<file path="config.mk">
export PLATFORM = sky130hd
export DESIGN_NAME = afifo_rd_sched
export DESIGN_NICKNAME = d
export VERILOG_FILES = /design/src/rtl/afifo_rd_sched.sv
export SDC_FILE = /design/constraint.sdc
export NUM_CORES = 1
export LEC_CHECK = 0
export BUFFER_PORTS_ARGS = -buffer_cell sky130_fd_sc_hd__buf_2
export CAP_MARGIN = 20
export CORE_MARGIN = 8
export CORE_UTILIZATION = 55
export CTS_CLUSTER_SIZE = 28
export DETAILED_ROUTE_END_ITERATION = 7
export PLACE_DENSITY_LB_ADDON = 0.15
export SYNTH_ARGS = -nofsm -noshare
export SYNTH_HDL_FRONTEND = slang
export SYNTH_SLANG_ARGS = --single-unit
</file>
<file path="constraint.sdc">
create_clock -name dout_clk -period 4.59 [get_ports dout_clk]
set_input_delay 0.459 -clock dout_clk [delete_from_list [all_inputs] [get_ports dout_clk]]
set_output_delay 0.459 -clock dout_clk [all_outputs]
set_load 0.02 [all_outputs]
</file>
<file path="src/rtl/afifo_rd_sched.sv">
// Round-robin burst scheduler for NUM_CH FIFO read ports sharing dout_clk.
// A 2-entry output buffer absorbs the FIFO's one-cycle registered read latency.
module afifo_rd_sched #(
   parameter int NUM_CH     = 4,
   parameter int DATA_WIDTH = 8,
   parameter int MAX_BURST  = 16,
   parameter int CH_W       = $clog2(NUM_CH)
) (
   input  logic                         dout_clk,
   input  logic                         rst,
   input  logic [NUM_CH-1:0]            fifo_empty,
   input  logic [NUM_CH*DATA_WIDTH-1:0] fifo_data,
   output logic [NUM_CH-1:0]            fifo_rd_en,
   input  logic [NUM_CH-1:0]            ch_enable,
   output logic [DATA_WIDTH-1:0]        out_data,
   output logic [CH_W-1:0]              out_ch,
   output logic                         out_first,
   output logic                         out_valid,
   input  logic                         out_ready,
   output logic                         busy
);

   localparam int BC_W  = $clog2(MAX_BURST + 1);
   localparam int ENT_W = DATA_WIDTH + CH_W + 1;
   localparam logic [BC_W-1:0] BURST_LIMIT = BC_W'(MAX_BURST);
   localparam logic [CH_W-1:0] LAST_CH     = CH_W'(NUM_CH - 1);

   typedef enum logic [0:0] {
      IDLE  = 1'b0,
      BURST = 1'b1
   } state_t;

   state_t                state_r;
   logic [CH_W-1:0]       rr_ptr_r;
   logic [CH_W-1:0]       grant_r;
   logic [BC_W-1:0]       burst_cnt_r;
   logic                  inflight_r;
   logic [CH_W-1:0]       inflight_ch_r;
   logic                  inflight_first_r;
   logic [1:0]            buf_cnt_r;
   logic [ENT_W-1:0]      tail_r;

   logic [DATA_WIDTH-1:0] data_arr_s [NUM_CH];
   logic [NUM_CH-1:0]     req_s;
   logic [CH_W-1:0]       cand_s;
   logic [CH_W-1:0]       pick_ch_s;
   logic                  pick_found_s;
   logic                  pop_s;
   logic [2:0]            occ_s;
   logic                  space_s;
   logic                  stop_s;
   logic                  issue_s;
   logic [CH_W-1:0]       next_ptr_s;
   logic [ENT_W-1:0]      push_word_s;

   for (genvar g = 0; g < NUM_CH; g++) begin : g_unpack
      assign data_arr_s[g] = fifo_data[g*DATA_WIDTH +: DATA_WIDTH];
   end

   // Round-robin pick: first requesting channel at or above rr_ptr_r, wrapping.
   always_comb begin
      req_s        = ch_enable & ~fifo_empty;
      cand_s       = {CH_W{1'b0}};
      pick_ch_s    = rr_ptr_r;
      pick_found_s = 1'b0;
      for (int i = 0; i < NUM_CH; i++) begin
         cand_s = CH_W'((int'(rr_ptr_r) + i) % NUM_CH);
         if (!pick_found_s && req_s[cand_s]) begin
            pick_found_s = 1'b1;
            pick_ch_s    = cand_s;
         end else begin
            pick_found_s = pick_found_s;
         end
      end
   end

   // Issue decision for the granted channel; a pop this cycle frees a slot now.
   always_comb begin
      pop_s   = out_valid & out_ready;
      occ_s   = {1'b0, buf_cnt_r} + {2'b00, inflight_r} - {2'b00, pop_s};
      space_s = (occ_s < 3'd2);
      stop_s  = fifo_empty[grant_r] | ~ch_enable[grant_r] | (burst_cnt_r == BURST_LIMIT);
      if (state_r == BURST) begin
         issue_s = ~fifo_empty[grant_r] & ch_enable[grant_r] &
                   (burst_cnt_r < BURST_LIMIT) & space_s;
      end else begin
         issue_s = 1'b0;
      end
      fifo_rd_en = {NUM_CH{1'b0}};
      if (issue_s) begin
         fifo_rd_en[grant_r] = 1'b1;
      end else begin
         fifo_rd_en = {NUM_CH{1'b0}};
      end
      if (grant_r == LAST_CH) begin
         next_ptr_s = {CH_W{1'b0}};
      end else begin
         next_ptr_s = grant_r + CH_W'(1);
      end
   end

   assign push_word_s = {data_arr_s[inflight_ch_r], inflight_ch_r, inflight_first_r};
   assign busy        = (state_r != IDLE) | inflight_r | (buf_cnt_r != 2'd0);

   // Arbitration FSM: grant latch, burst accounting and round-robin pointer.
   always_ff @(posedge dout_clk or posedge rst) begin
      if (rst) begin
         state_r     <= IDLE;
         rr_ptr_r    <= {CH_W{1'b0}};
         grant_r     <= {CH_W{1'b0}};
         burst_cnt_r <= {BC_W{1'b0}};
      end else begin
         case (state_r)
            IDLE: begin
               if (pick_found_s) begin
                  grant_r     <= pick_ch_s;
                  burst_cnt_r <= {BC_W{1'b0}};
                  state_r     <= BURST;
               end else begin
                  state_r     <= IDLE;
               end
            end
            BURST: begin
               if (issue_s) begin
                  burst_cnt_r <= burst_cnt_r + BC_W'(1);
               end else if (stop_s) begin
                  // Advances even when the grant issued nothing.
                  state_r  <= IDLE;
                  rr_ptr_r <= next_ptr_s;
               end else begin
                  state_r  <= BURST;
               end
            end
            default: begin
               state_r <= IDLE;
            end
         endcase
      end
   end

   // Read-latency tracking: tag of the word the FIFO presents next cycle.
   always_ff @(posedge dout_clk or posedge rst) begin
      if (rst) begin
         inflight_r       <= 1'b0;
         inflight_ch_r    <= {CH_W{1'b0}};
         inflight_first_r <= 1'b0;
      end else begin
         inflight_r <= issue_s;
         if (issue_s) begin
            inflight_ch_r    <= grant_r;
            inflight_first_r <= (burst_cnt_r == {BC_W{1'b0}});
         end else begin
            inflight_ch_r    <= inflight_ch_r;
            inflight_first_r <= inflight_first_r;
         end
      end
   end

   // Two-entry output buffer whose head is held directly in the output registers.
   always_ff @(posedge dout_clk or posedge rst) begin
      if (rst) begin
         buf_cnt_r <= 2'd0;
         tail_r    <= {ENT_W{1'b0}};
         out_valid <= 1'b0;
         out_data  <= {DATA_WIDTH{1'b0}};
         out_ch    <= {CH_W{1'b0}};
         out_first <= 1'b0;
      end else begin
         case (buf_cnt_r)
            2'd0: begin
               if (inflight_r) begin
                  {out_data, out_ch, out_first} <= push_word_s;
                  out_valid <= 1'b1;
                  buf_cnt_r <= 2'd1;
               end else begin
                  out_valid <= 1'b0;
               end
            end
            2'd1: begin
               if (inflight_r && pop_s) begin
                  {out_data, out_ch, out_first} <= push_word_s;
               end else if (inflight_r) begin
                  tail_r    <= push_word_s;
                  buf_cnt_r <= 2'd2;
               end else if (pop_s) begin
                  out_valid <= 1'b0;
                  buf_cnt_r <= 2'd0;
               end else begin
                  buf_cnt_r <= 2'd1;
               end
            end
            2'd2: begin
               if (pop_s) begin
                  {out_data, out_ch, out_first} <= tail_r;
                  if (inflight_r) begin
                     tail_r <= push_word_s;
                  end else begin
                     buf_cnt_r <= 2'd1;
                  end
               end else begin
                  buf_cnt_r <= 2'd2;
               end
            end
            default: begin
               buf_cnt_r <= 2'd0;
               out_valid <= 1'b0;
            end
         endcase
      end
   end

endmodule

</file>
==> results.py, run 1 <==
metrics = {
    "clocking": {
        "path_clk_slew_ps": 70,
        "hold_buffers": 0,
        "cts_buffer_depth": 2,
        "cts_resized": 0,
        "post-cts-setup-buffer-count": 0,
        "tritoncts": "built",
        "cts_sinks": 39,
        "clock-root-buffer": "clkbuf_8",
        "cts_buffers": 5,
        "clk_latency_ps": 280,
        "cts.htree.levels": 2,
    },
    "place": {
        "dp_hpwl_um": 3718,
        "port_buffers": 59,
        "dp_cells": 290,
        "routabilityCongestion": 0.8615,
    },
    "worst_setup_path": {
        "cp_num_buf_inv": 1,
        "critical-path-slowest-cell": "fa_1",
        "crit_fanout": 10,
        "crit_family": "simple AND/OR/NAND/NOR gates",
        "path_class": "reg -> out",
        "path_cells": "nand2_1, nor2_1, o21ai_0, fa_1, nor2b_1, and4b_1, and2_1, buf_2",
        "worstPathArrival_ps": 2630,
        "worstSetupStartpointType": "flip-flop",
        "cp.required_ps": 4130,
        "endpoint_kind": "primary output",
        "crit_path_max_incr_delay_ps": 500,
    },
    "floorplanning": {
        "die_area_um2": 6478,
        "rows": 23,
        "num_io_pins": 60,
        "core_um2": 4000,
        "start_util": 0.5718,
        "die_y_um": 80.49,
        "die_w_um": 80.49,
    },
    "sta": {
        "fmax_mhz": 323.6,
        "tns_ps": 0,
        "finalMaxSlewViolations": 0,
        "fin_worst_skew_ps": 4.190,
        "finalHoldViolCount": 0,
        "tightestPinTransition_ps": 638.2,
        "min_period_over_period": 0.6733,
        "fin_crit_ps": 3091,
        "setup_viol": 0,
        "relSlewSlack": 0.5746,
        "rsz0062_at_grt": "false",
    },
    "cells_and_area": {
        "layout_commonest_cell": "buf_2",
        "syn2layout_area_growth_pct": 18.33,
        "fin_cells": 299,
        "mostFrequentLayoutCells": "59 x buf_2, 39 x dfrtp_1, 32 x mux2_2",
        "drive_gt1_frac": 0.4418,
        "diodes": 0,
        "finalNetCount": 298,
    },
    "pwr": {
        "p_leak_nw": 1.271,
        "peakVddDrop_v": 0.0003129,
        "p_per_area_nw_per_um2": 598.4,
    },
    "grt": {
        "grtUsageTotal": 0.1538,
        "overflow": 0,
        "antenna_found_initial": 0,
        "grt_max_degree": 40,
        "grt_pass1_wl_um": 7921,
        "grt_pass1_vias": 1729,
    },
    "synth": {
        "ys_types": 45,
        "syn_area_per_cell_um2": 12.04,
        "ys_ff_latch": 39,
        "ys_warn_count": 0,
        "synthArstFlopShare": 1.000,
        "synthCells": 190,
        "synth_top_flop_cell": "dfrtp_1",
        "synth_edf_count": 0,
        "ys_seq_area_frac": 0.4267,
        "synth_area_um2": 2287,
        "syn_nets": 240,
    },
    "drt": {
        "routed-wl-met3_um": 274,
        "num_vias": 1698,
        "finalWirelength_um": 4869,
        "route.detailed.drc": 0,
        "wl_met2_um": 2447,
        "highest_layer": "met4",
        "drt-met1-wl_um": 2119,
        "drt_iter0_drc": 51,
        "routed_via_density": 5.679,
        "drt-pass1-iter-count": 4,
        "ant_nets": 0,
        "routedWlPerCell_um": 16.28,
    },
    "job": {
        "drv_cap": 0,
    },
    "hold_path": {
        "hold_class": "in -> async",
    },
    "status": {
        "status": "finished clean",
    },
}
## where the power goes
part           internal (mW)  switching [mW]  leakage (nW)
Clock                  0.137           0.107        0.0515
Sequential             0.496           0.158         0.487
Combinational          0.383           0.338         0.732
## stage by stage
| stage | hold WS (ps) | cell area (um2) | utilization | setup slack (ps) | power [mW] |
|---|---|---|---|---|---|
| 2_1_floorplan | 471.0 | 2287 | - | 1987 | 1.187 |
| 3_3_place_gp | 469.7 | 2599 | 0.6497 | 1737 | 1.365 |
| 3_5_place_dp | 479.4 | 2599 | 0.6497 | 1684 | 1.387 |
| 4_1_cts | 295.2 | 2699 | 0.6747 | 1486 | 1.637 |
| 5_1_grt | 337.7 | 2706 | 0.6766 | 1270 | 1.741 |
| 6_report | 278.0 | 2706 | 0.6766 | 1499 | 1.619 |
## worst paths after layout
check | startpoint | endpoint | slack (ps) | depth (start not counted)
max | out_valid | fifo_rd_en[2] | 1500 | 8
min | rst | out_data[1] | 280 | 3
max reg2reg | out_valid | inflight_ch_r[1] | 2090 | 7
min reg2reg | out_ch[1] | out_ch[1] | 500 | 1
max in group asynchronous | rst | tail_r[8] | 3970 | 3
min in group dout_clk | out_ch[1] | out_ch[1] | 500 | 1
## worst register-to-register path: cells and delay by family (launching register included)
kind                       cells  cell delay, ps
and+or+nand+nor                4             960
DFF                            1             420
adders and majority gates      1             500
muxes                          1             370
AOI/OAI and AO/OA              1             120
## sequential cells by signal, indices dropped and copies added, names as in the netlist
| name | cells |
|---|---|
| buf_cnt_r | 2 |
| burst_cnt_r | 5 |
| grant_r | 2 |
| inflight_ch_r | 2 |
| inflight_first_r | 1 |
| inflight_r | 1 |
| out_ch | 2 |
| out_data | 8 |
| out_first | 1 |
| out_valid | 1 |
| rr_ptr_r | 2 |
| state_r | 1 |
| tail_r | 11 |
## synth_stat cells (3+ instances only)
library cell	instances	share of area
a21oi_1	6	0.013
and2_1	4	0.011
buf_2	4	0.0088
clkbuf_1	4	0.0066
dfrtp_1	39	0.43
ha_1	6	0.033
inv_1	9	0.015
mux2_1	9	0.044
mux2_2	32	0.16
mux4_2	9	0.089
nand2_1	4	0.0066
nand2b_1	6	0.016
nand3_1	4	0.0088
nor2_1	6	0.0098
nor2b_1	4	0.011
o21ai_0	6	0.013
o22ai_1	3	0.0082
## logic make-up (layout without fill, tap and decap cells)
group / count (synthesis) / count (layout) / synth area share
adders and majority gates: 7 / 7 / 0.04157
muxes: 51 / 51 / 0.2949
AOI/OAI and AO/OA: 28 / 28 / 0.07878
buffers and inverters: 21 / 80 / 0.04321
xor gates and xnor gates: 1 / 1 / 0.003830
and+or+nand+nor: 43 / 43 / 0.1110
DFF: 39 / 39 / 0.4267
## layer usage
| metal | up-vias | track usage |
|---|---|---|
| met4 | 0 | 0.03273 |
| met1 | 835 | 0.1950 |
| met2 | 38 | 0.2470 |
| li1 | 821 | - |
| met5 | - | 0 |
| met3 | 4 | 0.05246 |
## layout make-up
| cell class | count | area [um2] |
|---|---|---|
| sequential | 39 | 975.9 |
| inverter | 10 | 37.54 |
| clock buffer | 8 | 100.1 |
| timing repair buffer | 62 | 317.8 |
| multi-input combinational | 130 | 1212 |
| fill | 322 | 1294 |
| tap | 50 | 62.56 |
(Power assumes the default switching activity.)
==> run 2, diff against run 1 <==
CORE_UTILIZATION = 48   (was 55)
clock period = 2.7 ns   (was 4.59 ns; I/O delays follow)
==> results.py, run 2 (synthesis gave the netlist of run 1 again) <==
metrics = {
    "status": {
        "status": "finished clean",
    },
    "worst_setup_path": {
        "cp.required_ps": 2430,
        "crit_path_max_incr_delay_ps": 490,
        "endpoint_kind": "primary output",
        "crit_fanout": 6,
        "path_class": "reg -> out",
        "crit_family": "simple AND/OR/NAND/NOR gates",
        "reg2reg_slack_ps": 180,
        "worstPathArrival_ps": 2300,
        "critical-path-slowest-cell": "fa_1",
        "path_cells": "nand2_4, nand2_1, inv_1, o21ai_1, fa_1, nor2b_2, and4b_2, and2_1, buf_2",
        "worstSetupStartpointType": "flip-flop",
        "cp_num_buf_inv": 2,
    },
    "sta": {
        "rsz0062_at_grt": "false",
        "min_period_over_period": 0.9501,
        "fin_worst_skew_ps": 5.071,
        "setup_viol": 0,
        "finalMaxSlewViolations": 0,
        "relSlewSlack": 0.4205,
        "tightestPinTransition_ps": 868.3,
        "fmax_mhz": 389.8,
        "tns_ps": 0,
        "finalHoldViolCount": 0,
        "fin_crit_ps": 2565,
    },
    "pwr": {
        "peakVddDrop_v": 0.0003997,
        "p_leak_nw": 1.300,
        "power_frac_clock": 0.151,
        "seqPwrFrac": 0.400,
        "p_sw_frac": 0.3711,
        "p_per_area_nw_per_um2": 1013,
        "comb_power_share": 0.449,
        "p_sw_mw": 1.039,
        "p_int_mw": 1.762,
    },
    "clocking": {
        "clock-root-buffer": "clkbuf_8",
        "tritoncts": "built",
        "cts_buffers": 5,
        "path_clk_slew_ps": 70,
        "cts_sinks": 39,
        "cts_buffer_depth": 2,
        "clk_latency_ps": 280,
        "cts.htree.levels": 2,
        "hold_buffers": 0,
    },
    "grt": {
        "grtUsageTotal": 0.1450,
        "grt_pass1_vias": 1801,
        "antenna_found_initial": 0,
        "grt_max_degree": 24,
        "grt_pass1_wl_um": 8562,
        "overflow": 0,
    },
    "cells_and_area": {
        "utilization": 0.5933,
        "top_register": "tail_r",
        "diodes": 0,
        "finalNetCount": 302,
        "fin_cells": 307,
        "fin_area_um2": 2765,
        "layout_commonest_cell": "buf_2",
        "largestRegisters": "tail_r (11), out_data (8), burst_cnt_r (5)",
        "syn2layout_area_growth_pct": 20.90,
        "mostFrequentLayoutCells": "59 x buf_2, 37 x dfrtp_1, 32 x mux2_2",
        "largest_register_ffs": 11,
        "drive_gt1_frac": 0.4783,
    },
    "drt": {
        "routedWlPerCell_um": 16.13,
        "route.detailed.drc": 0,
        "drt-pass1-iter-count": 4,
        "drt_iter0_drc": 70,
        "routed_via_density": 5.476,
        "num_vias": 1681,
        "finalWirelength_um": 4951,
        "ant_nets": 0,
    },
    "place": {
        "port_buffers": 59,
        "dp_cells": 297,
        "post_dp_cell_area_um2": 2626,
        "dp_hpwl_um": 3781,
        "routabilityCongestion": 0.7696,
    },
    "floorplanning": {
        "die_y_um": 85.03,
        "rows": 25,
        "die_w_um": 85.03,
        "die_area_um2": 7230,
        "num_io_pins": 60,
        "start_util": 0.4907,
        "core_um2": 4661,
    },
    "job": {
        "drv_cap": 0,
    },
    "hold_path": {
        "hold_class": "in -> async",
    },
}
run 2: stage by stage:
stage	power, mW	worst slack [ps]	hold WS [ps]
after CTS	2.804	10.94	187.7
final	2.801	134.7	160.0
after floorplan	2.018	285.6	471.0
after global placement	2.325	238.9	478.6
after global routing	3.022	9.035	241.8
after detailed placement	2.360	176.6	476.2
run 2: worst paths after layout:
path,start,endpoint,cells past startpoint
setup reg to reg,out_valid,inflight_ch_r[1],11
hold reg to reg,out_ch[0],out_ch[0],1
setup / recovery,out_valid,fifo_rd_en[2],9
min in group dout_clk,out_ready,out_valid,4
max in group asynchronous,rst,buf_cnt_r[0],3
hold / removal,rst,out_data[5],2
run 2: worst register-to-register path, delay by kind of cell, from the launching register on:
family                     cells  cell delay [ps]
adders and majority gates      1              430
muxes                          1              310
DFF                            1              430
AOI/OAI and AO/OA              1              150
buffers and inverters          4              470
and+or+nand+nor                4              620
run 2: final cells by class:
| type | instances | area, um2 |
|---|---|---|
| well taps | 54 | 67.56 |
| repair buffers | 66 | 347.8 |
| inverters | 10 | 37.54 |
| multi-input cells | 130 | 1234 |
| flip-flops and latches | 39 | 978.4 |
| fillers | 399 | 1896 |
| clock buffers | 8 | 100.1 |
run 2: power by group through the flow:
stage	clock, mW	combinational (mW)	sequential, mW
floorplan	0	0.920	1.10
global placement	0	1.21	1.11
detailed placement	0	1.23	1.13
CTS	0.435	1.25	1.12
global route	0.458	1.39	1.17
finish	0.424	1.26	1.12
run 2: per-layer routing:
metal / part of all wire / global-route usage / vias to the layer above
met4: 0.0050 / 0.04854 / 0
met5: 0 / 0 / -
met1: 0.44 / 0.1694 / 813
li1: - / - / 825
met2: 0.49 / 0.2472 / 41
met3: 0.061 / 0.04247 / 2
run 2: what timing repair did:
item                                    in CTS  in global routing
setup buffers                                1                  1
endpoints found under the setup margin       4                  7
gates resized for setup                      3                  6
==> run 3, diff against run 2 <==
RECOVER_POWER = 100   (was default)
==> results.py, run 3 (synthesis gave the netlist of run 1 again) <==
metrics = {
    "worst_setup_path": {
        "crit_family": "simple AND/OR/NAND/NOR gates",
        "crit_path_max_incr_delay_ps": 490,
        "cp_num_buf_inv": 2,
        "critical-path-slowest-cell": "fa_1",
        "worstSetupStartpointType": "flip-flop",
        "worstPathArrival_ps": 2300,
        "path_cells": "nand2_4, nand2_1, inv_1, o21ai_1, fa_1, nor2b_2, and4b_2, and2_1, clkbuf_2",
        "endpoint_kind": "primary output",
        "cp.required_ps": 2430,
        "crit_fanout": 6,
        "path_class": "reg -> out",
    },
    "cells_and_area": {
        "nFillCells": 405,
        "layout_commonest_cell": "buf_2",
        "top_register": "tail_r",
        "utilization": 0.5877,
        "finalNetCount": 302,
        "drive_gt1_frac": 0.4190,
        "syn2layout_area_growth_pct": 19.75,
        "multi_input_area_um2": 1234,
        "largest_register_ffs": 11,
        "diodes": 0,
        "fin_area_um2": 2739,
        "seq_area_um2": 978.4,
        "mostFrequentLayoutCells": "44 x buf_2, 37 x dfrtp_1, 32 x mux2_2",
        "fin_cells": 307,
        "largestRegisters": "tail_r (11), out_data (8), burst_cnt_r (5)",
    },
    "drt": {
        "routedWlPerCell_um": 16.17,
        "finalWirelength_um": 4965,
        "drt-met1-wl_um": 2168,
        "route.detailed.drc": 0,
        "highest_layer": "met4",
        "routed-wl-met3_um": 332,
        "routed_via_density": 5.476,
        "ant_nets": 0,
        "drt_iter0_drc": 74,
        "num_vias": 1681,
        "drt-pass1-iter-count": 4,
        "wl_met2_um": 2432,
    },
    "pwr": {
        "peakVddDrop_v": 0.0003952,
        "p_per_area_nw_per_um2": 1013,
        "p_leak_nw": 1.251,
    },
    "hold_path": {
        "hold_class": "in -> async",
    },
    "sta": {
        "min_period_over_period": 0.9534,
        "finalHoldViolCount": 0,
        "setup_viol": 0,
        "fin_worst_skew_ps": 4.487,
        "fmax_mhz": 388.5,
        "tightestPinTransition_ps": 863.9,
        "relSlewSlack": 0.4234,
        "finalMaxSlewViolations": 0,
        "tns_ps": 0,
        "fin_crit_ps": 2574,
        "setup_ws_ps": 126.0,
        "rsz0062_at_grt": "false",
    },
    "place": {
        "dp_cells": 297,
        "dp_hpwl_um": 3781,
        "pre_cts_ws_ps": 176.6,
        "routabilityCongestion": 0.7696,
        "post_dp_cell_area_um2": 2626,
        "port_buffers": 59,
    },
    "grt": {
        "grt_max_degree": 24,
        "overflow": 0,
        "grt_pass1_wl_um": 8562,
        "grtUsageTotal": 0.1450,
        "antenna_found_initial": 0,
        "grt_pass1_vias": 1801,
    },
    "clocking": {
        "path_clk_slew_ps": 70,
        "cts_sinks": 39,
        "clock-root-buffer": "clkbuf_8",
        "clk_latency_ps": 280,
        "cts.htree.levels": 2,
        "cts_buffer_depth": 2,
        "cts_buffers": 5,
        "tritoncts": "built",
    },
    "floorplanning": {
        "die_w_um": 85.03,
        "die_y_um": 85.03,
        "rows": 25,
        "core_um2": 4661,
        "start_util": 0.4907,
        "die_area_um2": 7230,
        "num_io_pins": 60,
    },
    "status": {
        "status": "finished clean",
    },
    "job": {
        "drv_cap": 0,
    },
}
[run 3: cell count changes in the layout (fill, tap and decap cells not counted), sizes merged]
cell	change
buf	-19
clkbuf	+19
[run 3: per-stage QoR]
stage	power (mW)	hold slack, ps
after floorplan	2.018	471.0
after global placement	2.325	478.6
after detailed placement	2.360	476.2
after CTS	2.804	187.7
after global routing	2.995	238.4
final	2.773	158.7
[run 3: routing by layer]
metal	vias up	track usage
met1	803	0.1694
met2	49	0.2472
li1	825	-
met5	-	0
met4	0	0.04854
met3	4	0.04247
[run 3: repair_timing]
item | 4_1_cts | 5_1_grt
gates resized for setup | 3 | 6
hold endpoints to repair | 0 | 0
endpoints found under the setup margin | 4 | 7
hold buffers | 0 | 0
setup buffers | 1 | 1
pin swaps | 0 | 0
[run 3: cell type report]
type	count	area share
Clock buffer	8	0.03655
Tap cell	54	0.02467
Sequential cell	39	0.3572
Multi-Input combinational cell	130	0.4504
Timing Repair Buffer	66	0.1174
Inverter	10	0.01370
[run 3: report_power, final]
part / switching [mW] / leakage, nW / internal, mW
clock: 0.189 / 0.0515 / 0.233
sequential: 0.276 / 0.484 / 0.847
combinational: 0.576 / 0.716 / 0.652
[run 3: final timing paths]
| kind | start | end | slack [ps] | depth (start not counted) |
|---|---|---|---|---|
| setup / recovery | out_valid | fifo_rd_en[2] | 130 | 9 |
| hold / removal | rst | out_data[5] | 160 | 2 |
| setup reg to reg | out_valid | inflight_ch_r[1] | 160 | 11 |
| hold reg to reg | out_ch[0] | out_ch[0] | 490 | 1 |
| max in group asynchronous | rst | buf_cnt_r[0] | 1630 | 3 |
| min in group dout_clk | out_ready | out_valid | 420 | 4 |
